[config.mk]
export PLATFORM = sky130hd
export DESIGN_NAME = id_stage_riscv
export DESIGN_NICKNAME = d
export VERILOG_FILES = /design/src/rtl/riscv_pkg.sv /design/src/rtl/regfile_riscv.sv /design/src/rtl/id_stage_riscv.sv
export SDC_FILE = /design/constraint.sdc
export NUM_CORES = 2
export LEC_CHECK = 0
export ABC_AREA = 0
export BUFFER_PORTS_ARGS = -buffer_cell sky130_fd_sc_hd__buf_2
export CORE_ASPECT_RATIO = 0.7
export CORE_MARGIN = 4
export CORE_UTILIZATION = 50
export DETAILED_ROUTE_END_ITERATION = 8
export PLACE_DENSITY_LB_ADDON = 0.08
export SETUP_SLACK_MARGIN = 0.4
export SLEW_MARGIN = 20
export SYNTH_ARGS = -nofsm -noshare
export SYNTH_HDL_FRONTEND = slang
export SYNTH_HIERARCHICAL = 1
export SYNTH_SLANG_ARGS = --single-unit
[constraint.sdc]
create_clock -name clk -period 70.9 [get_ports clk]
set_input_delay 7.09 -clock clk [delete_from_list [all_inputs] [get_ports clk]]
set_output_delay 7.09 -clock clk [all_outputs]
set_load 0.005 [all_outputs]
[src/rtl/riscv_pkg.sv]
// riscv_pkg: shared RV32I decode constants for the decode/operand stage.
package riscv_pkg;

    localparam int unsigned XLEN_DEFAULT = 32;
    localparam int unsigned NREG_DEFAULT = 32;
    localparam int unsigned REG_AW       = 5;

    localparam logic [6:0] OPC_OP    = 7'b0110011;
    localparam logic [6:0] OPC_OPIMM = 7'b0010011;

    typedef enum logic [2:0] {
        F3_ADD  = 3'b000,
        F3_SLL  = 3'b001,
        F3_SLT  = 3'b010,
        F3_SLTU = 3'b011,
        F3_XOR  = 3'b100,
        F3_SR   = 3'b101,
        F3_OR   = 3'b110,
        F3_AND  = 3'b111
    } func3_e;

endpackage

[src/rtl/regfile_riscv.sv]
// regfile_riscv: 2-read / 1-write register file, x0 hardwired to zero.
// Optional same-cycle write-to-read forwarding under `RV_WB_BYPASS_EN.
module regfile_riscv
    import riscv_pkg::*;
#(
    parameter int unsigned XLEN = XLEN_DEFAULT,
    parameter int unsigned NREG = NREG_DEFAULT
) (
    input  logic              clk,
    input  logic              rst,
    input  logic [REG_AW-1:0] i_raddr1,
    input  logic [REG_AW-1:0] i_raddr2,
    output logic [XLEN-1:0]   o_rdata1,
    output logic [XLEN-1:0]   o_rdata2,
    input  logic              i_we,
    input  logic [REG_AW-1:0] i_waddr,
    input  logic [XLEN-1:0]   i_wdata
);

    logic [XLEN-1:0] r_regs [NREG];
    logic            w_wr;

    assign w_wr = i_we && (i_waddr != '0);

    // Architectural state; reset clears everything and drops a same-cycle write.
    always_ff @(posedge clk or posedge rst) begin
        if (rst) begin
            for (int i = 0; i < int'(NREG); i++) begin
                r_regs[i] <= '0;
            end
        end else if (w_wr) begin
            r_regs[i_waddr] <= i_wdata;
        end
    end

    // Read port 1, x0 forced to zero.
    always_comb begin
        o_rdata1 = '0;
        if (i_raddr1 != '0) begin
            o_rdata1 = r_regs[i_raddr1];
        end
`ifdef RV_WB_BYPASS_EN
        if (w_wr && (i_waddr == i_raddr1)) begin
            o_rdata1 = i_wdata;
        end
`endif
    end

    // Read port 2, x0 forced to zero.
    always_comb begin
        o_rdata2 = '0;
        if (i_raddr2 != '0) begin
            o_rdata2 = r_regs[i_raddr2];
        end
`ifdef RV_WB_BYPASS_EN
        if (w_wr && (i_waddr == i_raddr2)) begin
            o_rdata2 = i_wdata;
        end
`endif
    end

endmodule

[src/rtl/id_stage_riscv.sv]
// id_stage_riscv: RV32I OP / OP-IMM decode, operand read and ALU bundle register.
// Config macro: RV_WB_BYPASS_EN enables same-cycle writeback forwarding in regfile_riscv.
module id_stage_riscv
    import riscv_pkg::*;
#(
    parameter int unsigned XLEN = XLEN_DEFAULT,
    parameter int unsigned NREG = NREG_DEFAULT
) (
    input  logic              clk,
    input  logic              rst,
    input  logic              instr_valid,
    input  logic [31:0]       instr,
    output logic              instr_ready,
    input  logic              wb_en,
    input  logic [REG_AW-1:0] wb_rd,
    input  logic [XLEN-1:0]   wb_data,
    output logic              alu_valid,
    input  logic              alu_ready,
    output logic [XLEN-1:0]   in1,
    output logic [XLEN-1:0]   in2,
    output logic [2:0]        func3,
    output logic              opequal,
    output logic [REG_AW-1:0] rd,
    output logic              illegal
);

    logic [6:0]        w_opcode;
    logic [2:0]        w_func3;
    logic [REG_AW-1:0] w_rs1;
    logic [REG_AW-1:0] w_rs2;
    logic [REG_AW-1:0] w_rd;
    logic              w_is_op;
    logic              w_is_opimm;
    logic              w_legal;
    logic              w_acc;
    logic [XLEN-1:0]   w_rdata1;
    logic [XLEN-1:0]   w_rdata2;
    logic [XLEN-1:0]   w_imm;
    logic [XLEN-1:0]   w_in2;
    logic              w_opequal;

    logic              r_alu_valid;
    logic [XLEN-1:0]   r_in1;
    logic [XLEN-1:0]   r_in2;
    logic [2:0]        r_func3;
    logic              r_opequal;
    logic [REG_AW-1:0] r_rd;
    logic              r_illegal;

    assign w_opcode   = instr[6:0];
    assign w_rd       = instr[11:7];
    assign w_func3    = instr[14:12];
    assign w_rs1      = instr[19:15];
    assign w_rs2      = instr[24:20];
    assign w_is_op    = (w_opcode == OPC_OP);
    assign w_is_opimm = (w_opcode == OPC_OPIMM);
    assign w_legal    = w_is_op || w_is_opimm;

    // Single pipeline register: accept whenever the slot is empty or being drained.
    assign instr_ready = !r_alu_valid || alu_ready;
    assign w_acc       = instr_valid && instr_ready;

    regfile_riscv #(
        .XLEN (XLEN),
        .NREG (NREG)
    ) u_regfile (
        .clk      (clk),
        .rst      (rst),
        .i_raddr1 (w_rs1),
        .i_raddr2 (w_rs2),
        .o_rdata1 (w_rdata1),
        .o_rdata2 (w_rdata2),
        .i_we     (wb_en),
        .i_waddr  (wb_rd),
        .i_wdata  (wb_data)
    );

    // Operand 2 source and SUB/SRA select; ADDI and friends never raise opequal.
    always_comb begin
        w_imm     = {{(XLEN-12){instr[31]}}, instr[31:20]};
        w_in2     = w_imm;
        w_opequal = 1'b0;
        if (w_is_op) begin
            w_in2     = w_rdata2;
            w_opequal = instr[30];
        end else if (w_func3 == F3_SR) begin
            w_opequal = instr[30];
        end
    end

    // Bundle register, valid flag and one-cycle illegal-opcode pulse.
    always_ff @(posedge clk or posedge rst) begin
        if (rst) begin
            r_alu_valid <= 1'b0;
            r_in1       <= '0;
            r_in2       <= '0;
            r_func3     <= '0;
            r_opequal   <= 1'b0;
            r_rd        <= '0;
            r_illegal   <= 1'b0;
        end else begin
            r_illegal <= w_acc && !w_legal;
            if (w_acc && w_legal) begin
                r_alu_valid <= 1'b1;
                r_in1       <= w_rdata1;
                r_in2       <= w_in2;
                r_func3     <= w_func3;
                r_opequal   <= w_opequal;
                r_rd        <= w_rd;
            end else if (alu_ready) begin
                r_alu_valid <= 1'b0;
            end
        end
    end

    assign alu_valid = r_alu_valid;
    assign in1       = r_in1;
    assign in2       = r_in2;
    assign func3     = r_func3;
    assign opequal   = r_opequal;
    assign rd        = r_rd;
    assign illegal   = r_illegal;

endmodule
==> results.cfg <==
[run_status]
status = finished clean

[grt]
grt_usage_pct = 32.2
grt_pass1_wl_um = 286000
grt_busiest_layer = met2
overflow = 0
met2_usage_pct = 49.7
grt_max_degree = 157
antenna_found_initial = 12
grt_pass1_vias = 39850
met3_usage_pct = 7.08
gr-usage-met1_pct = 44.9

[cells_and_area]
layout-drive-gt1-share_pct = 51.8
regArea_mm2 = 0.0275
final_core_util_pct = 54.7
fin_nets = 3834
nFillCells = 9225
multi_input_area_mm2 = 0.0283
stdcell_area_mm2 = 0.0630
syn_to_final_growth_pct = 8.49
final-instance-count-excl-fill = 5391

[clock_network]
cts_tree = done
htree_levels = 3
clk_latency_ps = 720
postCtsHoldBufs = 0
numCtsBuffers = 112
clk_pin_slew_ps = 60
postCtsSetupRepairBufs = 0
root_buffer = clkbuf_16
clock_path_buffers = 3
cts.sinks = 1099
cts_resized = 0

[timing]
post-route-period-util_pct = 20.6
timing.hold.ws_ps = 396
fin_tns_setup_ps = 0
rsz0062_at_grt = false
layout_setup_ws_ps = 56270
period_minus_slack_ps = 14630
max_freq_mhz = 68.3
worstMarginPinSlew_ps = 1050
slew_headroom_pct = 29.8
slew_violations = 0
hold_violations = 0
fin_worst_skew_ps = 25.1
setup_viol = 0

[setup_path]
cp.arrival_ps = 7540
path_cells = buf_2, nand2b_1, buf_2
cp-start-kind = primary input
crit_top_cell = buf_2
critical_path_class = in2out
slowest_delay_ps = 190
reg2reg_to = in1[20]$_DFFE_PP0P_
reg2reg_depth = 5
r2r_slack_ps = 68220
required_ps = 63810
cp.depth = 3
cp.buffers_inverters = 2
end_kind = primary output
cpLargestDelayFamily = buffers and inverters
crit_path_max_fanout = 4
r2r_start = alu_valid$_DFFE_PP0P_
critPathSlowestCell = nand2b_1

[placement]
placed_area_mm2 = 0.0593
gp_congestion = 0.801
port_buffers = 149
placed_cells = 5182
dpl.hpwl_um = 109000
dp_slack_ps = 56270

[logic_synthesis]
synth.area.top_cells = dfrtp_1 (47%), mux2_2 (20%), mux4_2 (17%), mux2i_1 (2.6%), buf_2 (1.3%)
syn_area_per_cell_um2 = 15.1
synth_nets = 3916
async_flop_share_pct = 100
netlist_instances = 3842
yosys.area.top_type_share_pct = 47.3
syn_area_mm2 = 0.0581
synth_top_area_cell = dfrtp_1
ys.warnings.count = 6
synth_edf_count = 0
ys_seq_elements = 1099
synth_flop_cell = dfrtp_1
synth_cell_types = 44
yosysSeqAreaShare_pct = 47.3

[floorplan]
dieArea_mm2 = 0.122
io_pins = 150
die_y_um = 293
rows = 104
die_width_um = 415
core_area_mm2 = 0.115
start_util_pct = 50.5

[detailed_routing]
vias_per_cell = 6.95
wire_per_inst_um = 36.3
drt_iter0_markers = 3755
dr.pass1.iters = 5
ant_nets = 0
num_vias = 37492
drc = 0
routed_wl_um = 196000

[worst_hold_path]
hold_depth = 0
min_to = u_regfile/r_regs[1000]$_DFFE_PP0P_
min_from = u_regfile/r_regs[1000]$_DFFE_PP0P_
holdCritPathClass = reg2reg

[power_and_ir_drop]
ir_worst_vdd_mv = 0.0206
p_per_area_mw_per_mm2 = 28.4
p_total_mw = 1.79
p_leak_nw = 27.6

[flow_run]
maxCapViolations = 0
==> layout make-up <==
class,instances,area share (%)
multi-input cells,2280,44.8
inverters,26,0.179
flip-flops and latches,1099,43.6
well taps,1537,3.05
clock buffers,171,5.34
clock inverters,34,0.522
repair buffers,241,2.43
diodes,3,0.0119
==> kinds of logic (layout without fill, tap and decap cells) <==
family,Yosys count,in the layout,share of synthesized area (%)
flip-flops,1099,1099,47.3
AND/OR/NAND/NOR,175,175,1.65
multiplexers,1716,1716,41.9
buffers and inverters,463,472,4.35
other,0,3,0
AO/OA/AOI/OAI,389,389,4.75
==> layer usage <==
metal  share of wire, %  wire [µm]
met5             0.0041          8
met4                4.4       8680
met3                8.4      16500
met2                 46      89200
met1                 42      81500
==> power by group <==
part | total [mW] | internal [mW] | switching (mW)
clock | 0.602 | 0.344 | 0.258
sequential | 0.833 | 0.745 | 0.0882
combinational | 0.354 | 0.208 | 0.145
==> synthesized netlist by cell type (11+ instances only) <==
library cell	instances
a211oi_1	64
a21oi_1	22
a221oi_1	44
a22oi_1	64
a311oi_1	64
buf_2	146
buf_4	66
buf_6	42
clkbuf_1	179
dfrtp_1	1099
inv_1	24
mux2_1	43
mux2_2	1027
mux2_4	48
mux2i_1	150
mux4_2	448
nand2_1	54
nor2_1	13
nor2_2	11
nor2b_1	67
o2111ai_1	18
o21ai_1	103
==> layout by cell type, fill, tap and decap left out, drive strengths merged, types with 68 or more instances in the layout <==
| cell | n |
|---|---|
| mux2i | 150 |
| mux2 | 1118 |
| o21ai | 111 |
| clkbuf | 171 |
| buf | 241 |
| nor2b | 68 |
| mux4 | 448 |
| dfrtp | 1099 |
==> sequential cells by signal (all words and copies together) (netlist names) <==
signal	flops
alu_valid	1
opequal	1
func3	3
illegal	1
u_regfile/r_regs	1024
in2	32
rd	5
in1	32
==> worst max path at each step <==
| stage | from | endpoint | slack, ps |
|---|---|---|---|
| global route | alu_ready | instr_ready | 56240 |
| detailed placement | alu_ready | instr_ready | 56270 |
| global placement | alu_ready | instr_ready | 56270 |
| finish | alu_ready | instr_ready | 56270 |
| floorplan | rst | u_regfile/r_regs[0]$_DFFE_PP0P_ | 34990 |
| CTS | alu_ready | instr_ready | 56270 |
Power figures use the tool's default switching activity.
